--- src/rtl/wb_port_arbiter_pkg.sv ---
// Core-wide constants shared by the writeback port arbiter and its result buffer.
package wb_port_arbiter_pkg;

    localparam int CORE_XLEN  = 32;
    localparam int REG_ADDR_W = 5;
    localparam int NUM_REGS   = 1 << REG_ADDR_W;

endpackage

--- src/rtl/wb_result_fifo.sv ---
// Small synchronous FIFO buffering long-latency-unit results ({rd, data}) until
// the register-file write port has a free slot.
module wb_result_fifo
    import wb_port_arbiter_pkg::*;
#(
    parameter int DEPTH = 2,
    parameter int DW    = CORE_XLEN
) (
    input  logic                  clk,
    input  logic                  rst,
    input  logic                  push,
    input  logic [REG_ADDR_W-1:0] pushRd,
    input  logic [DW-1:0]         pushData,
    input  logic                  pop,
    output logic                  full,
    output logic                  empty,
    output logic [REG_ADDR_W-1:0] headRd,
    output logic [DW-1:0]         headData
);

    localparam int AW = (DEPTH > 1) ? $clog2(DEPTH) : 1;
    localparam int CW = $clog2(DEPTH + 1);

    logic [REG_ADDR_W-1:0] rdMem   [DEPTH];
    logic [DW-1:0]         dataMem [DEPTH];
    logic [AW-1:0]         wrPtr, rdPtr;
    logic [CW-1:0]         count;
    logic                  doPush, doPop;

    assign full     = (count == CW'(DEPTH));
    assign empty    = (count == '0);
    assign doPush   = push && !full;
    assign doPop    = pop && !empty;
    assign headRd   = rdMem[rdPtr];
    assign headData = dataMem[rdPtr];

    // Storage carries no reset; only pointers and count define validity.
    always_ff @(posedge clk) begin
        if (doPush) begin
            rdMem[wrPtr]   <= pushRd;
            dataMem[wrPtr] <= pushData;
        end
    end

    // DEPTH is a power of two, so pointers wrap naturally.
    always_ff @(posedge clk) begin
        if (rst) begin
            wrPtr <= '0;
            rdPtr <= '0;
            count <= '0;
        end else begin
            if (doPush) wrPtr <= wrPtr + AW'(1);
            if (doPop)  rdPtr <= rdPtr + AW'(1);
            case ({doPush, doPop})
                2'b10:   count <= count + CW'(1);
                2'b01:   count <= count - CW'(1);
                default: count <= count;
            endcase
        end
    end

endmodule

--- src/rtl/wb_port_arbiter.sv ---
// Register-file write port arbiter: pipeline writeback vs buffered LLU results,
// with a pending-destination scoreboard and an anti-starvation WB freeze.
module wb_port_arbiter
    import wb_port_arbiter_pkg::*;
#(
    parameter int XLEN         = CORE_XLEN,
    parameter int FIFO_DEPTH   = 2,
    parameter int STARVE_LIMIT = 4,
    parameter int MAX_OUT      = 2
) (
    input  logic                  clk,
    input  logic                  rst,
    input  logic                  pipe_we,
    input  logic [REG_ADDR_W-1:0] pipe_rd,
    input  logic [XLEN-1:0]       pipe_wdata,
    input  logic                  llu_valid,
    input  logic [REG_ADDR_W-1:0] llu_rd,
    input  logic [XLEN-1:0]       llu_data,
    output logic                  llu_ready,
    input  logic                  issue_valid,
    input  logic [REG_ADDR_W-1:0] issue_rd,
    output logic                  issue_ready,
    input  logic [REG_ADDR_W-1:0] dec_rs1,
    input  logic [REG_ADDR_W-1:0] dec_rs2,
    input  logic [REG_ADDR_W-1:0] dec_rd,
    input  logic                  dec_we,
    output logic                  hazard_stall,
    output logic                  pipe_stall,
    output logic                  rf_we,
    output logic [REG_ADDR_W-1:0] rf_rd,
    output logic [XLEN-1:0]       rf_wdata
);

    localparam int OUT_W = $clog2(MAX_OUT + 1);
    localparam int STV_W = $clog2(STARVE_LIMIT + 1);

    logic                  fifoFull, fifoEmpty, fifoPush, fifoPop;
    logic [REG_ADDR_W-1:0] headRd;
    logic [XLEN-1:0]       headData;
    logic [NUM_REGS-1:0]   pending, pendNext;
    logic [OUT_W-1:0]      outstanding, outNext;
    logic [STV_W-1:0]      starveCnt;
    logic                  pipeAct, lluAcc, lluDrop, issueAcc;

    wb_result_fifo #(
        .DEPTH (FIFO_DEPTH),
        .DW    (XLEN)
    ) u_fifo (
        .clk      (clk),
        .rst      (rst),
        .push     (fifoPush),
        .pushRd   (llu_rd),
        .pushData (llu_data),
        .pop      (fifoPop),
        .full     (fifoFull),
        .empty    (fifoEmpty),
        .headRd   (headRd),
        .headData (headData)
    );

    assign pipeAct    = pipe_we && (pipe_rd != '0);
    assign pipe_stall = (starveCnt == STV_W'(STARVE_LIMIT)) && !fifoEmpty;
    // While the WB stage is frozen its write is ignored and the FIFO head drains.
    assign fifoPop    = !fifoEmpty && (pipe_stall || !pipeAct);

    assign llu_ready = !fifoFull;
    assign lluAcc    = llu_valid && !fifoFull;
    assign fifoPush  = lluAcc && (llu_rd != '0);
    assign lluDrop   = lluAcc && (llu_rd == '0);

    assign issue_ready  = !pending[issue_rd] && (outstanding < OUT_W'(MAX_OUT));
    assign issueAcc     = issue_valid && issue_ready;
    assign hazard_stall = pending[dec_rs1] || pending[dec_rs2] || (dec_we && pending[dec_rd]);

    always_comb begin
        rf_we    = 1'b0;
        rf_rd    = '0;
        rf_wdata = '0;
        if (fifoPop) begin
            rf_we    = 1'b1;
            rf_rd    = headRd;
            rf_wdata = headData;
        end else if (pipeAct) begin
            rf_we    = 1'b1;
            rf_rd    = pipe_rd;
            rf_wdata = pipe_wdata;
        end
    end

    // issue_ready already excludes a pending rd, so set and clear never collide.
    always_comb begin
        pendNext = pending;
        if (fifoPop)  pendNext[headRd]   = 1'b0;
        if (issueAcc) pendNext[issue_rd] = 1'b1;
        pendNext[0] = 1'b0;
    end

    always_comb begin
        outNext = outstanding;
        if (issueAcc) outNext = outNext + OUT_W'(1);
        if (fifoPop)  outNext = outNext - OUT_W'(1);
        if (lluDrop)  outNext = outNext - OUT_W'(1);
    end

    always_ff @(posedge clk) begin
        if (rst) begin
            pending     <= '0;
            outstanding <= '0;
            starveCnt   <= '0;
        end else begin
            pending     <= pendNext;
            outstanding <= outNext;
            if (fifoEmpty || fifoPop)
                starveCnt <= '0;
            else if (starveCnt != STV_W'(STARVE_LIMIT))
                starveCnt <= starveCnt + STV_W'(1);
        end
    end

endmodule

--- config.mk ---
export PLATFORM = sky130hd
export DESIGN_NAME = wb_port_arbiter
export DESIGN_NICKNAME = d
export VERILOG_FILES = /design/src/rtl/wb_port_arbiter_pkg.sv /design/src/rtl/wb_result_fifo.sv /design/src/rtl/wb_port_arbiter.sv
export SDC_FILE = /design/constraint.sdc
export NUM_CORES = 1
export LEC_CHECK = 0
export CAP_MARGIN = 20
export CORE_MARGIN = 2
export CORE_UTILIZATION = 40
export CTS_CLUSTER_SIZE = 10
export DETAILED_ROUTE_END_ITERATION = 8
export HOLD_SLACK_MARGIN = 0.06
export PLACE_DENSITY = 0.66
export REMOVE_ABC_BUFFERS = 1
export SLEW_MARGIN = 10
export SYNTH_ARGS = -nofsm -noshare
export SYNTH_HDL_FRONTEND = slang
export SYNTH_SLANG_ARGS = --single-unit
--- constraint.sdc ---
create_clock -name clk -period 3.8 [get_ports clk]
set_input_delay 0.76 -clock clk [delete_from_list [all_inputs] [get_ports clk]]
set_output_delay 0.76 -clock clk [all_outputs]
set_load 0.02 [all_outputs]
Word-level counts from Yosys, hierarchy flattened
Memories as Yosys holds them, arrays and structs flattened. A register that Yosys moved wholly into a read port is not among the register bits.
Cells that the tools add are included.
- memories kept: 2
- output and inout port bits: 42
- flip-flop bits (word level): 41
- bits of input ports: 100
- RAM bits: 74
- word-level logic and storage cells: 90
- eq/ne operators: 5
- magnitude comparators: 8
- reduce and logical (&&, ||, !) cells: 27
- bitwise logic cells: 3
- add/subtract/negate cells: 8
- muxes and demuxes: 30
- memories (memory ; depth ; bits a word ; rd ports ; clocked after memory_dff ; wr ports ; RTL line ; source):
    u_fifo.dataMem ; 2 ; 32 ; 1 ; 1 ; 1 ; wb_result_fifo.sv:25 ; logic [DW-1:0] dataMem [DEPTH];
    u_fifo.rdMem ; 2 ; 5 ; 1 ; 1 ; 1 ; wb_result_fifo.sv:24 ; logic [REG_ADDR_W-1:0] rdMem [DEPTH];
- operator list (cell ; number):
    $mux W32 ; 4
    $and A32 B32 Y32 ; 1
    $not A32 Y32 ; 1
    $or A32 B32 Y32 ; 1
    $lt A5 B6 Y1 const B ; 5
    $bmux W1 S5 ; 4
    $mux W1 ; 14
    $logic_and A1 B1 Y1 ; 13
    $demux W1 S5 ; 2
    $ge A5 B1 Y1 const B ; 2
    $mux W5 ; 2
    $reduce_bool A5 Y1 ; 2
    $mux W2 ; 3
    $sub A2 B1 Y2 const B ; 3
    $logic_not A5 Y1 ; 1
    $add A2 B1 Y2 const B ; 2
    $eq A2 B2 Y1 const B ; 2
    $logic_not A1 Y1 ; 4
    $logic_or A1 B1 Y1 ; 4
    $pmux W2 S2 ; 1
    $add A3 B1 Y3 const B ; 1
    $eq A3 B3 Y1 const B ; 1
    $ne A3 B3 Y1 const B ; 1
    $add A1 B1 Y1 const B ; 2
    5 further kinds ; 5

Depth between registers and ports, before layout
Gate-level depths: netlist of run 1.
- word-level depth: 10
- gate-level depth with buffers: 10
- depth with buffers taken out: 9

Cells and area by module
From an unflattened synthesis of run 1, not the netlist that was laid out.
- cell total of the unflattened synthesis: 478
- area total of the unflattened synthesis: 6080.8 sq um
- modules (own cells, without submodules) (module ; cells an instance ; times used ; area an instance (sq um) ; sequential area each (sq um)):
    wb_port_arbiter ; 337 ; 1 ; 3198.1 ; 720.7
    wb_result_fifo ; 141 ; 1 ; 2882.8 ; 2322.2

Worst setup path after synthesis of run 1
No wires, ideal clock.
- kind: input -> output
- start: input port dec_rd[0]
- end: output port hazard_stall
- data arrival time: 2.602 ns
- buffers on the path: 1
- stages: 6
- slack: 0.438 ns
- cell sequence: clkbuf_1 > mux4_2 > mux4_2 > nand2b_1 > o211ai_1 > nand3_1
- cells in the longest elaborated chain, start to end: 4
- ends and longest elaborated chain (item ; RTL line ; source):
    start, declared ; wb_port_arbiter.sv:25 ; input logic [REG_ADDR_W-1:0] dec_rd,
    $bmux W1 S5 ; wb_port_arbiter.sv:73 ; assign hazard_stall = pending[dec_rs1] || pending[dec_rs2] || (dec_we && pending[dec_rd]);
    $mux W1 (not written as such) ; wb_port_arbiter.sv:73 ;
    $logic_and A1 B1 Y1 ; wb_port_arbiter.sv:73 ;
    $logic_or A1 B1 Y1 ; wb_port_arbiter.sv:73 ;
    end, declared ; wb_port_arbiter.sv:27 ; output logic hazard_stall,
Every way passes these cells. The select of a mux whose other input is x is not followed.

Worst setup path in the final report of run 1
- start: input port issue_rd[0]
- end: output port issue_ready
- cells in the longest elaborated chain, start to end: 4
- ends and longest elaborated chain (item ; RTL line ; source):
    start, declared ; wb_port_arbiter.sv:21 ; input logic [REG_ADDR_W-1:0] issue_rd,
    $bmux W1 S5 ; wb_port_arbiter.sv:71 ; assign issue_ready = !pending[issue_rd] && (outstanding < OUT_W'(MAX_OUT));
    $mux W1 (not written as such) ; wb_port_arbiter.sv:71 ;
    $logic_not A1 Y1 ; wb_port_arbiter.sv:71 ;
    $logic_and A1 B1 Y1 ; wb_port_arbiter.sv:71 ;
    end, declared ; wb_port_arbiter.sv:22 ; output logic issue_ready,
Every way passes these cells. The select of a mux whose other input is x is not followed.

==> reports/results.txt, run 1 <==
For the area of the core, the log shows 14600 µm². Post-CTS timing repair inserted 0 buffers for setup. The logs give 0 for the final number of max-transition violations and 2 for the maximum buffer depth of the clock tree. After filler insertion, the fill cell instance count of the layout stands at 1188. The initial utilization of the core area, before any placement, comes to 41.2%. The part of the power in registers was 35.4%; the power spent charging and discharging nets was 1.59 mW. Relative to the synthesized area, the layout overhead comes to 40.6%.

Clock tree synthesis selected as its root buffer the cell sky130_fd_sc_hd__clkbuf_16. In this run the remaining antenna-violating nets after routing total 0. The number of cells on the worst reg-to-reg path is 6. The worst hold path belongs to the class flop to flop. Of all flip-flops after synthesis, the portion carrying an async set or reset was 0%. The final routed wire length divided by cell count works out to 19.6 µm. The share of the core filled with cells in the final layout is 57.9%, and the count of buffering cells on the critical path with inverters included is 3. Summed over all layers, the global routing overflow is 0. The slew at the pin with the worst max-slew slack is 0.816 ns, and the final clock skew is 0.0138 ns. The run gives 4908 as the total via count in the routed design. STA puts the critical path data arrival time at 2.92 ns.

In this run the tool buffered the top-level ports with 141 buffer cells. For the final routed database, the setup TNS stands at 0 ns. The startpoint of the lowest-slack register-to-register path is pending[27]. Kind of capture point of the worst setup path: a primary output. The synthesized netlist occupies a cell area of 6010 µm².

CTS clock-pin slew for the worst setup and hold paths: 0.05 ns. Setup repair after global routing left no endpoint under its margin. The maximum fanout count along the critical path came out at 4. Dividing the synthesized area by the synthesized cell count gives 11.9 µm².

Number of standard cells after synthesis: 503. CTS built an H-tree with a depth of 4. Yosys mapped a number of flops with a built-in enable equal to 74.

The repair_antennas step left the layout with diodes totalling 0. The analysis attributes to cell leakage a power of 3.33 nW. The floorplan step set the die height to 127 µm.

The clock sink count is 115. The count of endpoints failing hold in the final timing report was 0; the cell count along the critical path was 6. In this run the count of I/O pins placed on the die edge is 142. The tool flagged a number of max-cap violations equal to 0.

The tools report the starting DRC count in detailed routing as 330. Prior to clock tree synthesis, the placed netlist has a worst setup slack of -0.509 ns. For this block, the routed nets add up to 16.8 mm of wire.

Registers take 3040 µm². IR analysis of the VDD net gives a maximum drop of 0.417 mV. Traced cell by cell, the critical path runs through clkdlybuf4s50_1 > mux4_2 > a311o_1 > or4_4 > inv_2 > buf_2.

Setup slack on the worst reg-to-reg path comes out at 1.37 ns. The critical path class is input port to primary output. The worst pin sits at a relative slew slack of 45.6%. The total power per unit cell area is 556 nW/µm², and the final HPWL from detailed placement is 12.0 mm. Among all flip-flop cells after synthesis, the most frequent one is sky130_fd_sc_hd__edfxtp_1. Before antenna repair, the detailed router went through 5 iterations. For this run, the top clock speed supported by timing is 272 MHz.

The internal power summed over all cells was 3.11 mW. The final worst-path setup slack is 0.123 ns. STA puts the critical path data required time at 3.04 ns.

The number of antenna violations at the first check in global routing was 0; the latest clock arrival within the worst-skew pair was 0.41 ns. Combinational logic is responsible for 33.2% of the overall power. The hold-fix buffer count after cts is 0, and the portion of the clock cycle consumed by the worst path in the final layout is 96.8%.

The area of the die came out at 16000 µm². Global routing used 21.3% of the available tracks. The post-route minimum period was 3.68 ns. The via count of the first global-routing pass was 5065; the proportion of power drawn by the clock network was 31.3%. The run finished with clean final reports. The end point of the critical path was issue_ready. The cell with the biggest individual delay on the critical path is sky130_fd_sc_hd__clkdlybuf4s50_1. Of the total power, the share spent switching nets is 33.8%. The share of the yosys chip area belonging to registers is 50.6%. For the number of setup violations in the final report, the log shows 0. Share of post-route cells with drive strength above 1: 17.5%.

The die width was 127 µm. Mean number of vias per cell: 5.71. The tools report the start point of the worst min-delay path as u_fifo.rdPtr. Synthesis inferred 115 register bits. The weighted congestion reported at the end of routability-driven placement came out at 0.974. The TritonCTS buffer count is 17. TritonCTS built the clock tree.

The cell class contributing the biggest share of worst-path delay is buffers and inverters. Synthesis instantiated 53 different standard cells from the library. The worst setup path is launched from an input port.

The first global-routing pass estimated 26.5 mm of wire. The count of nets after finishing was 766; the biggest cell delay along the critical path was 0.53 ns. The endpoint identified for the worst register-to-register timing path is pending[3].

The number of DRC violations after detailed routing is 0, and the floorplan row count is 44. The footprint of the multi-input gates came out at 2790 µm². The yosys synthesis warning count was 0; the maximum number of pins on one net before global-route repair was 47. The tools report the startpoint of the most critical setup path as issue_rd[0].
cell usage after synthesis (3+ instances only):
library cell,count,area (µm²)
sky130_fd_sc_hd__edfxtp_1,74,2220
sky130_fd_sc_hd__nand2_1,67,251
sky130_fd_sc_hd__o21ai_0,42,210
sky130_fd_sc_hd__dfxtp_1,41,821
sky130_fd_sc_hd__mux2i_1,40,400
sky130_fd_sc_hd__o211ai_1,33,248
sky130_fd_sc_hd__o31ai_1,31,233
sky130_fd_sc_hd__mux4_2,30,676
sky130_fd_sc_hd__clkbuf_1,21,78.8
sky130_fd_sc_hd__nor2_1,16,60.1
sky130_fd_sc_hd__inv_1,9,33.8
sky130_fd_sc_hd__mux2_2,8,90.1
sky130_fd_sc_hd__nand2b_1,8,50.1
sky130_fd_sc_hd__nand3_1,7,35.0
sky130_fd_sc_hd__nor2b_1,7,43.8
sky130_fd_sc_hd__buf_6,5,56.3
sky130_fd_sc_hd__a21oi_1,4,20.0
sky130_fd_sc_hd__buf_1,4,15.0
sky130_fd_sc_hd__buf_2,4,20.0
sky130_fd_sc_hd__a2111oi_0,3,26.3
sky130_fd_sc_hd__ha_1,3,37.5
sky130_fd_sc_hd__o22ai_1,3,18.8
sky130_fd_sc_hd__or3_1,3,18.8
sky130_fd_sc_hd__xnor2_1,3,26.3
sky130_fd_sc_hd__xor2_1,3,26.3
tightest hold or removal path: stages, from the launching register on:
cell,delay (ns)
sky130_fd_sc_hd__dfxtp_1,0.32
sky130_fd_sc_hd__xor2_1,0.08
sky130_fd_sc_hd__nor2_1,0.08
layer usage:
layer	GRT usage, %	part of all wire, %	vias to the layer above
met1	26.5	41	2368
met4	8.34	1.8	0
met2	34.7	48	222
li1	-	-	2290
met3	6.92	8.4	28
met5	0	0	-
flip-flops by register name (all words and copies together) (netlist names), named ones only:
| name | flops |
|---|---|
| pending | 31 |
| u_fifo.rdPtr | 1 |
| u_fifo.rdMem | 10 |
| u_fifo.dataMem | 64 |
| u_fifo.wrPtr | 1 |
| starveCnt | 3 |
| outstanding | 2 |
| u_fifo.count | 2 |
how the worst min path moves through the flow:
stage / end / cells after the start
3_5_place_dp: u_fifo.rdPtr / 2
2_1_floorplan: flop / 2
4_1_cts: u_fifo.rdPtr / 2
6_report: u_fifo.rdPtr / 2
3_3_place_gp: flop / 2
5_1_grt: u_fifo.rdPtr / 2
kinds of logic (layout without fill, tap and decap cells):
logic type               count (synthesis)  in the layout  synth area share, %
multiplexers                            79             79                 19.8
XOR/XNOR                                 6              6                0.875
flip-flops                             115            115                 50.6
AO/OA/AOI/OAI                          130            130                 14.6
adder cells (fa/ha/maj)                  4              4                0.791
buffers and inverters                   45            218                 3.52
AND/OR/NAND/NOR                        124            124                 9.68
power groups by stage:
stage          registers, mW  logic, mW  clock network, mW
3_5_place_dp            1.69       1.60                  0
6_report                1.67       1.56               1.47
3_3_place_gp            1.68       1.57                  0
2_1_floorplan           1.67      0.845                  0
4_1_cts                 1.67       1.61               1.50
5_1_grt                 1.69       1.69               1.55
per-stage QoR:
stage / hold slack, ns / area [µm²] / total power, mW / cells
after CTS: 0.522 / 8380 / 4.78 / 860
after global placement: 0.484 / 7820 / 3.25 / 828
after detailed placement: 0.496 / 7820 / 3.29 / 828
after global routing: 0.549 / 8450 / 4.93 / 860
final: 0.517 / 8450 / 4.70 / 860
after floorplan: 0.472 / 5840 / 2.52 / 469
cell usage in the layout, fill, tap and decap left out, drive strengths merged, types with 3 or more instances in the layout:
cell type,count
mux2,8
clkdlybuf4s50,105
clkbuf,18
ha,3
nand2b,8
inv,12
dfxtp,41
xnor2,3
edfxtp,74
o211ai,33
or3,3
nor2,16
a21oi,4
clkinv,9
mux4,31
xor2,3
buf,35
nand3,7
o311ai,3
dlymetal6s2s,32
mux2i,40
clkinvlp,4
o31ai,31
o22ai,3
o21ai,42
nor2b,7
nand2,68
a2111oi,3
repair_timing:
| item | in CTS | in global routing |
|---|---|---|
| setup endpoints to repair | 3 | 34 |
| pin swaps | 0 | 0 |
| resized for setup | 6 | 36 |
cell type report:
type / instances / share of cell area [%]
clock buffers: 17 / 5.03
clock inverters: 15 / 1.61
inverters: 11 / 0.489
multi-input cells: 343 / 33.0
flip-flops and latches: 115 / 36.0
well taps: 184 / 2.72
repair buffers: 175 / 21.1
No activity file was read; power rests on OpenSTA's default activity.
==> run 2: changes to the inputs <==
==> constraint.sdc (replaced) <==
create_clock -name clk -period 4 [get_ports clk]
set_input_delay 0.8 -clock clk [delete_from_list [all_inputs] [get_ports clk]]
set_output_delay 0.8 -clock clk [all_outputs]
set_load 0.02 [all_outputs]
==> run 2 against run 1 <==
Against the previous run: global-route usage shrank 0.41 points; register-to-register slack gained 0.17 ns; die area is the same; sequential share of layout area grew 0.57 points; via count shrank 0.84%; sequential power shrank 5%; largest power group unchanged; count of clock-buffer cells in the layout grew 1; combinational power shrank 3%; critical path type unchanged.
==> reports/results.txt, run 2 (synthesis results as in run 1) <==
The flow ran to the end, and the final reports show no timing, DRC or antenna violations. The cell with the biggest individual delay on the critical path is sky130_fd_sc_hd__clkdlybuf4s50_1. The total length of routed wires is 16.8 mm (-0.20%). The final routed wire length divided by cell count was 19.7 µm (+0.50%); the number of setup violations in the final report was 0 (unchanged). Biggest cell delay along the critical path: 0.54 ns (about the same).

The post-route minimum period was 3.94 ns. From synthesis to final layout, the design area changed by 38.5%. The first-pass GRT wire length came out at 26.0 mm (-1.9%). The latest clock arrival within the worst-skew pair is 0.41 ns (about the same). The number of DRC violations after detailed routing was 0 (unchanged); the mean number of vias per cell was 5.70 (-0.14%). Maximum buffer depth of the clock tree: 2 (unchanged).

The maximum number of pins on one net before global-route repair came out at 47 (unchanged). The die width was 127 µm (unchanged); the final HPWL from detailed placement was 12.1 mm (+0.22%). Data arrival at the endpoint of the critical path: 3.14 ns (+0.22 ns). For the number of optimization iterations in the first detailed-route pass, the log shows 5 (unchanged). The worst hold margin came out at 0.521 ns (+0.00410 ns). The quantity of I/O buffers inserted on ports was 141 (unchanged).

The starting DRC count in detailed routing was 336 (+1.8%); the count of antenna diodes in the layout was 0 (unchanged). Among cell families on the critical path, the largest total delay comes from buffers and inverters. The max-slew headroom at the worst pin was 41.1% (-4.5 points). Kind of capture point of the worst setup path: a primary output. Capture instance of the worst register-to-register path: pending[19]. The area of the core is 14600 µm² (unchanged), and the portion of the clock cycle consumed by the worst path in the final layout is 98.6%.

The run gives 0 (unchanged) as the count of endpoints failing hold in the final timing report. The start point of the worst min-delay path is u_fifo.rdPtr. Remaining global-route overflow: 0 (unchanged). The height of the die was 127 µm (unchanged). Startpoint of the lowest-slack register-to-register path: pending[27].

The run gives 7780 µm² (-0.58%) as the area of placed instances. The tools report the endpoint required time on the critical path as 3.20 ns (+0.16 ns). For the total via count in the routed design, the log shows 4867 (-0.84%).

Setup repair after global routing left no endpoint under its margin. The count of buffering cells on the critical path with inverters included was 3 (unchanged); the total power after layout was 4.44 mW (-5.4%). The total I/O pin count came out at 142 (unchanged). The cell depth of the worst hold path was 2 (unchanged); the H-tree depth was 4 (unchanged). The total power per unit cell area was 534 nW/µm² (-3.9%). For the via count of the first global-routing pass, the log shows 5036 (-0.57%). The tightest min-delay check is of the flop to flop type. The hold-fix buffer count after cts is 0 (unchanged). Ranked by flip-flop count, first place goes to u_fifo.dataMem. Leaving out fill and tap cells, the most frequent cells in the layout are sky130_fd_sc_hd__clkdlybuf4s50_1, sky130_fd_sc_hd__edfxtp_1, sky130_fd_sc_hd__nand2_1, sky130_fd_sc_hd__o21ai_0. The tools report the area of the die as 16000 µm² (unchanged). Leaving out fill and tap cells, the most frequent cell in the layout is sky130_fd_sc_hd__clkdlybuf4s50_1. TritonCTS built the clock tree. The TritonCTS buffer count came out at 17 (unchanged). The run gives 8320 µm² (-1.6%) as the design area. Share of post-route cells with drive strength above 1: 16.4% (-1.0 points).

The initial core utilization was 41.2% (unchanged); the count of nets after finishing was 760 (-0.78%). The layout filler cell count was 1229 (+3.5%). The tools report the register-to-register setup slack as 1.54 ns (+0.17 ns).

The tools report the cell leakage power as 2.87 nW (-14%). The weighted congestion reported at the end of routability-driven placement is 0.941 (-3.4%). The number of flip-flops in the largest register came out at 64 (unchanged).

Critical path class: input port to primary output. The number of antenna violations at the first check in global routing was 0 (unchanged). In the final layout, the registers with the most flip-flops are u_fifo.dataMem (64), pending (31), u_fifo.rdMem (10). The tools report the category of the worst setup path launch point as an input port.

The final clock skew came out at 0.0134 ns (-0.000392 ns). Setup fix buffers added after clock tree synthesis: 0 (unchanged). The tools report the clock sink count as 115 (unchanged). The run gives 2800 µm² (+0.22%) as the footprint of the multi-input gates. The signal on the critical path passes through clkdlybuf4s50_1 > mux4_2 > a311o_1 > or4_4 > inv_2 > dlygate4sd2_1. For the overall track demand over capacity in global routing, the log shows 20.9% (-0.41 points). The register area came out at 3040 µm² (unchanged).

The maximum vdd ir drop was 0.281 mV (-33%). The cell count along the critical path is 6 (unchanged). The maximum fanout count along the critical path was 2 (-2).

Static timing analysis puts the maximum clock frequency at 254 MHz. The run gives 0 (unchanged) as the final number of max-transition violations. The cell count of the worst reg-to-reg path came out at 6 (unchanged). The CTS clock-pin slew for the worst setup and hold paths came out at 0.05 ns (about the same). The tools report the number of max-cap violations as 0 (unchanged).

The clock root buffer was sky130_fd_sc_hd__clkbuf_16. The floorplan row count was 44 (unchanged). The slew at the pin with the worst max-slew slack is 0.884 ns (+0.0675 ns), and the post-detailed-route count of antenna-violating nets is 0 (unchanged).
[run 2: how the worst max path moves through the flow]
stage	startpoint	end	slack [ns]
2_1_floorplan	pipe_rd[2]	rf_rd[0]	-1.88
3_3_place_gp	issue_rd[1]	issue_ready	-0.31
3_5_place_dp	issue_rd[1]	issue_ready	-0.42
4_1_cts	issue_rd[0]	issue_ready	0.06
5_1_grt	issue_rd[0]	issue_ready	0.01
6_report	issue_rd[0]	issue_ready	0.06
[run 2: report_power, final]
part / internal [mW] / total [mW] / switching (mW)
sequential: 1.45 / 1.59 / 0.137
clock: 0.794 / 1.35 / 0.551
combinational: 0.682 / 1.51 / 0.830
total: 2.93 / 4.44 / 1.52
[run 2: final cells by class]
cell class                      count  share of cell area (%)
Sequential cell                   115                    36.6
Multi-Input combinational cell    343                    33.6
Timing Repair Buffer              169                    20.1
Clock buffer                       18                    5.16
Tap cell                          184                    2.77
Clock inverter                     14                    1.29
Inverter                           11                   0.496
[run 2: worst min-delay path, cell delays in order (launching register included)]
cell and delay (ns):
sky130_fd_sc_hd__dfxtp_1 0.32, sky130_fd_sc_hd__xor2_1 0.08, sky130_fd_sc_hd__nor2_1 0.08
[run 2: layer usage]
| metal | GRT usage (%) | vias up | routed length [µm] |
|---|---|---|---|
| li1 | - | 2284 | - |
| met1 | 26.0 | 2295 | 6860 |
| met2 | 33.9 | 252 | 7980 |
| met3 | 5.90 | 36 | 1530 |
| met4 | 9.89 | 0 | 417 |
| met5 | 0 | - | 0 |
[run 2: per-stage QoR]
step | utilization [%] | worst slack [ns] | cells | setup TNS [ns]
2_1_floorplan | - | -1.88 | 469 | -66.46
3_3_place_gp | 53.3 | -0.315 | 822 | -0.396
3_5_place_dp | 53.3 | -0.418 | 822 | -0.510
4_1_cts | 57.0 | 0.0564 | 854 | 0
5_1_grt | 57.0 | 0.0132 | 854 | 0
6_report | 57.0 | 0.0560 | 854 | 0
[run 2: repair_timing]
action / 4_1_cts / 5_1_grt
endpoints found under the hold margin: 0 / 0
pin swaps: 0 / 0
setup endpoints to repair: 2 / 2
gates resized for setup: 4 / 3
==> run 3: changes to the inputs <==
--- a/config.mk
+++ b/config.mk
@@ -6,6 +6,7 @@
 export NUM_CORES = 1
 export LEC_CHECK = 0
 export CAP_MARGIN = 20
+export CORE_ASPECT_RATIO = 0.5
 export CORE_MARGIN = 2
 export CORE_UTILIZATION = 40
 export CTS_CLUSTER_SIZE = 10
==> run 3 against run 2 <==
Against the previous run: count of clock-buffer cells in the layout is 1 lower; via count decreased by 1.2%; clock skew is 0.0028 ns lower; largest cell class unchanged; sequential cell count did not move; critical endpoint is now hazard_stall; sequential power about the same; largest power group is now the clock network; register-to-register slack about the same; combinational power hardly changed; global-route usage rose by 0.47 points; non-clock buffer count increased by 2; first-iteration DRC count is 0.60% higher; fmax is 1.8% higher.
==> reports/results.txt, run 3 (synthesis results as in run 1) <==
The count of nets after finishing is 762 (+0.26%), and the met1 wire length is 7.14 mm (+4.1%). The tools report the final non-filler cell total as 870 (+1.9%). In this run the worst hold path is classified as flop to flop. In the layout the commonest cells are sky130_fd_sc_hd__clkdlybuf4s50_1, sky130_fd_sc_hd__edfxtp_1, sky130_fd_sc_hd__nand2_1, sky130_fd_sc_hd__o21ai_0. The logs give 53.5% (+12 points) for the max-slew headroom at the worst pin and 58.6% (+1.6 points) for the share of the core filled with cells in the final layout. The highest metal layer carrying signal wires in the routed design is met4. The endpoint required time on the critical path is 3.20 ns (about the same), and the cell leakage power is 3.37 nW (+18%). For the area of the die, the log shows 16100 µm² (+0.37%).

Traced cell by cell, the critical path runs through clkdlybuf4s50_1 > buf_12 > mux4_2 > mux4_2 > nand2b_1 > o211ai_1 > nand3_1 > dlygate4sd2_1. The cell count of the worst reg-to-reg path came out at 6 (unchanged). The H-tree depth was 4 (unchanged); the final HPWL from detailed placement was 11.8 mm (-2.4%). The total power after layout is 4.66 mW (+4.9%). The maximum buffer depth of the clock tree came out at 2 (unchanged). The number of optimization iterations in the first detailed-route pass was 5 (unchanged). The total via count in the routed design was 4808 (-1.2%); the total length of routed wires was 16.7 mm (-0.46%). TritonCTS built the clock tree. Number of max-cap violations: 0 (unchanged).

The first-pass GRT wire length was 26.2 mm (+0.82%). Most used cell along the critical path: sky130_fd_sc_hd__mux4_2. The tools report the maximum vdd ir drop as 0.294 mV (+4.8%).

The register with the most flip-flops in the final layout is u_fifo.dataMem. For the setup slack at placement, the log shows -0.231 ns (+0.187 ns). The setup fix buffers added after clock tree synthesis was 0 (unchanged). The layout filler cell count is 1221 (-0.65%), and the via count of the first global-routing pass is 4879 (-3.1%).

The run finished with clean final reports. For the post-detailed-route count of antenna-violating nets, the log shows 0 (unchanged). Setup repair after global routing left no endpoint under its margin.

The portion of the clock cycle consumed by the worst path in the final layout was 96.9% (-1.7 points); the die width was 177 µm (+40%). The remaining global-route overflow is 0 (unchanged), and the data arrival at the endpoint of the critical path is 3.08 ns (-0.06 ns). For the final number of max-transition violations, the log shows 0 (unchanged). The height of the die is 90.7 µm (-28%). The run gives 0.908 (-3.5%) as the weighted congestion reported at the end of routability-driven placement. The run gives 1.04 mm (-32%) as the routed wire length on met3.

The number of setup violations in the final report is 0 (unchanged). The slowest stage of the critical path belongs to the cell sky130_fd_sc_hd__clkdlybuf4s50_1. The initial core utilization is 41.2% (about the same), and the final clock skew is 0.0105 ns (-0.00285 ns). The run gives 1.54 ns (about the same) as the register-to-register setup slack. The quantity of I/O buffers inserted on ports is 141 (unchanged). The maximum fanout count along the critical path was 9 (+7).

The run gives 115 (unchanged) as the clock sink count. For the count of endpoints failing hold in the final timing report, the log shows 0 (unchanged). For the number of DRC violations after detailed routing, the log shows 0 (unchanged). In the final layout, the registers with the most flip-flops are u_fifo.dataMem (64), pending (31), u_fifo.rdMem (10).

Clock root buffer: sky130_fd_sc_hd__clkbuf_16. The post-route minimum period is 3.88 ns (-0.0684 ns). End point of the critical path: hazard_stall. Category of the worst setup path launch point: an input port.

The latest clock arrival within the worst-skew pair was 0.41 ns (about the same); the starting DRC count in detailed routing was 338 (+0.60%). The total power per unit cell area was 545 nW/µm² (+2.1%). The overall track demand over capacity in global routing was 21.4% (+0.47 points); the number of antenna violations at the first check in global routing was 0 (unchanged). The setup path with the least slack is of type input port to primary output. Relative to the synthesized area, the layout overhead comes to 42.3%.

Tracing the worst setup path back leads to its startpoint at dec_rd[0]. The kind of capture point of the worst setup path is a primary output. The area of the core is 14600 µm² (about the same), and the final routed wire length divided by cell count is 19.2 µm (-2.3%).

The biggest cell delay along the critical path was 0.52 ns (-0.02 ns). The CTS clock-pin slew for the worst setup and hold paths was 0.05 ns (about the same); the slew at the pin with the worst max-slew slack was 0.697 ns (-0.187 ns). The endpoint identified for the worst register-to-register timing path is pending[29]. The logs give 17 (unchanged) for the TritonCTS buffer count and 34 (-28%) for the maximum number of pins on one net before global-route repair. The share of post-route cells with drive strength above 1 was 16.7% (+0.25 points); the count of antenna diodes in the layout was 0 (unchanged). The floorplan row count came out at 31 (-30%). For the final worst-path setup slack, the log shows 0.124 ns (+0.0684 ns). The mean number of vias per cell came out at 5.53 (-3.0%). The logs give 142 (unchanged) for the total I/O pin count and 258 MHz (+1.8%) for the fmax.

The met2 layer wire length in the routed design was 8.16 mm (+2.3%). The most common cell after layout, fill and taps aside is sky130_fd_sc_hd__clkdlybuf4s50_1. The number of flip-flops in the largest register came out at 64 (unchanged). Number of cells in the design after placement: 838 (+1.9%).
-- run 3: cell types whose count changed in the layout (fill, tap and decap cells not counted), sizes merged --
cell           before  now
dlygate4sd2         2    3
clkdlybuf4s50     137  104
clkinv             10    5
clkdlybuf4s15       1    0
bufinv              0    3
clkbuf             18   17
inv                12   16
clkinvlp            3    2
dlymetal6s2s        1   34
buf                28   30
-- run 3: worst max-delay path: cells and delay by family --
family / cells / cell delay, ns
and+or+nand+nor: 2 / 0.24
muxes: 2 / 0.94
buffers and inverters: 3 / 1.00
AOI/OAI and AO/OA: 1 / 0.09
-- run 3: area by class of cell --
cell class                      instances  area (µm²)  area share, %
Sequential cell                       115        3040           35.6
Multi-Input combinational cell        343        2790           32.6
Timing Repair Buffer                  171        1810           21.1
Clock buffer                           17         425           4.98
Tap cell                              198         248           2.90
Clock inverter                         15         194           2.27
Inverter                               11        41.3          0.483
-- run 3: layer usage --
metal / GRT usage (%) / vias to the layer above
met1: 27.4 / 2317
met3: 5.43 / 29
met4: 8.20 / 0
met5: 0 / -
met2: 35.1 / 176
li1: - / 2286
-- run 3: per-stage QoR --
| step | hold slack, ns | instance area [µm²] | TNS (ns) |
|---|---|---|---|
| 6_report | 0.515 | 8550 | 0 |
| 3_5_place_dp | 0.495 | 7850 | -0.332 |
| 5_1_grt | 0.556 | 8550 | 0 |
| 3_3_place_gp | 0.482 | 7850 | -0.277 |
| 2_1_floorplan | 0.472 | 5840 | -66.46 |
| 4_1_cts | 0.518 | 8460 | 0 |
-- run 3: worst min-delay path by stage --
stage | from | to | slack (ns) | cells after the start
2_1_floorplan | u_fifo.rdPtr | flop | 0.47 | 2
3_3_place_gp | u_fifo.rdPtr | flop | 0.48 | 2
3_5_place_dp | u_fifo.rdPtr | flop | 0.50 | 2
4_1_cts | u_fifo.rdPtr | flop | 0.52 | 2
5_1_grt | u_fifo.rdPtr | flop | 0.56 | 2
6_report | u_fifo.rdPtr | u_fifo.rdPtr | 0.51 | 2
-- run 3: where the power goes --
group / switching [mW] / total, mW / leakage (nW) / internal (mW)
Combinational: 0.828 / 1.51 / 2.05 / 0.678
Sequential: 0.124 / 1.57 / 1.02 / 1.45
Clock: 0.586 / 1.58 / 0.299 / 0.996
-- run 3: what timing repair did --
action / CTS / global route
hold endpoints to repair: 0 / 0
resized for setup: 3 / 34
hold buffers: 0 / 0
pin swaps: 0 / 0
setup endpoints to repair: 3 / 33
gates cloned: 0 / 0
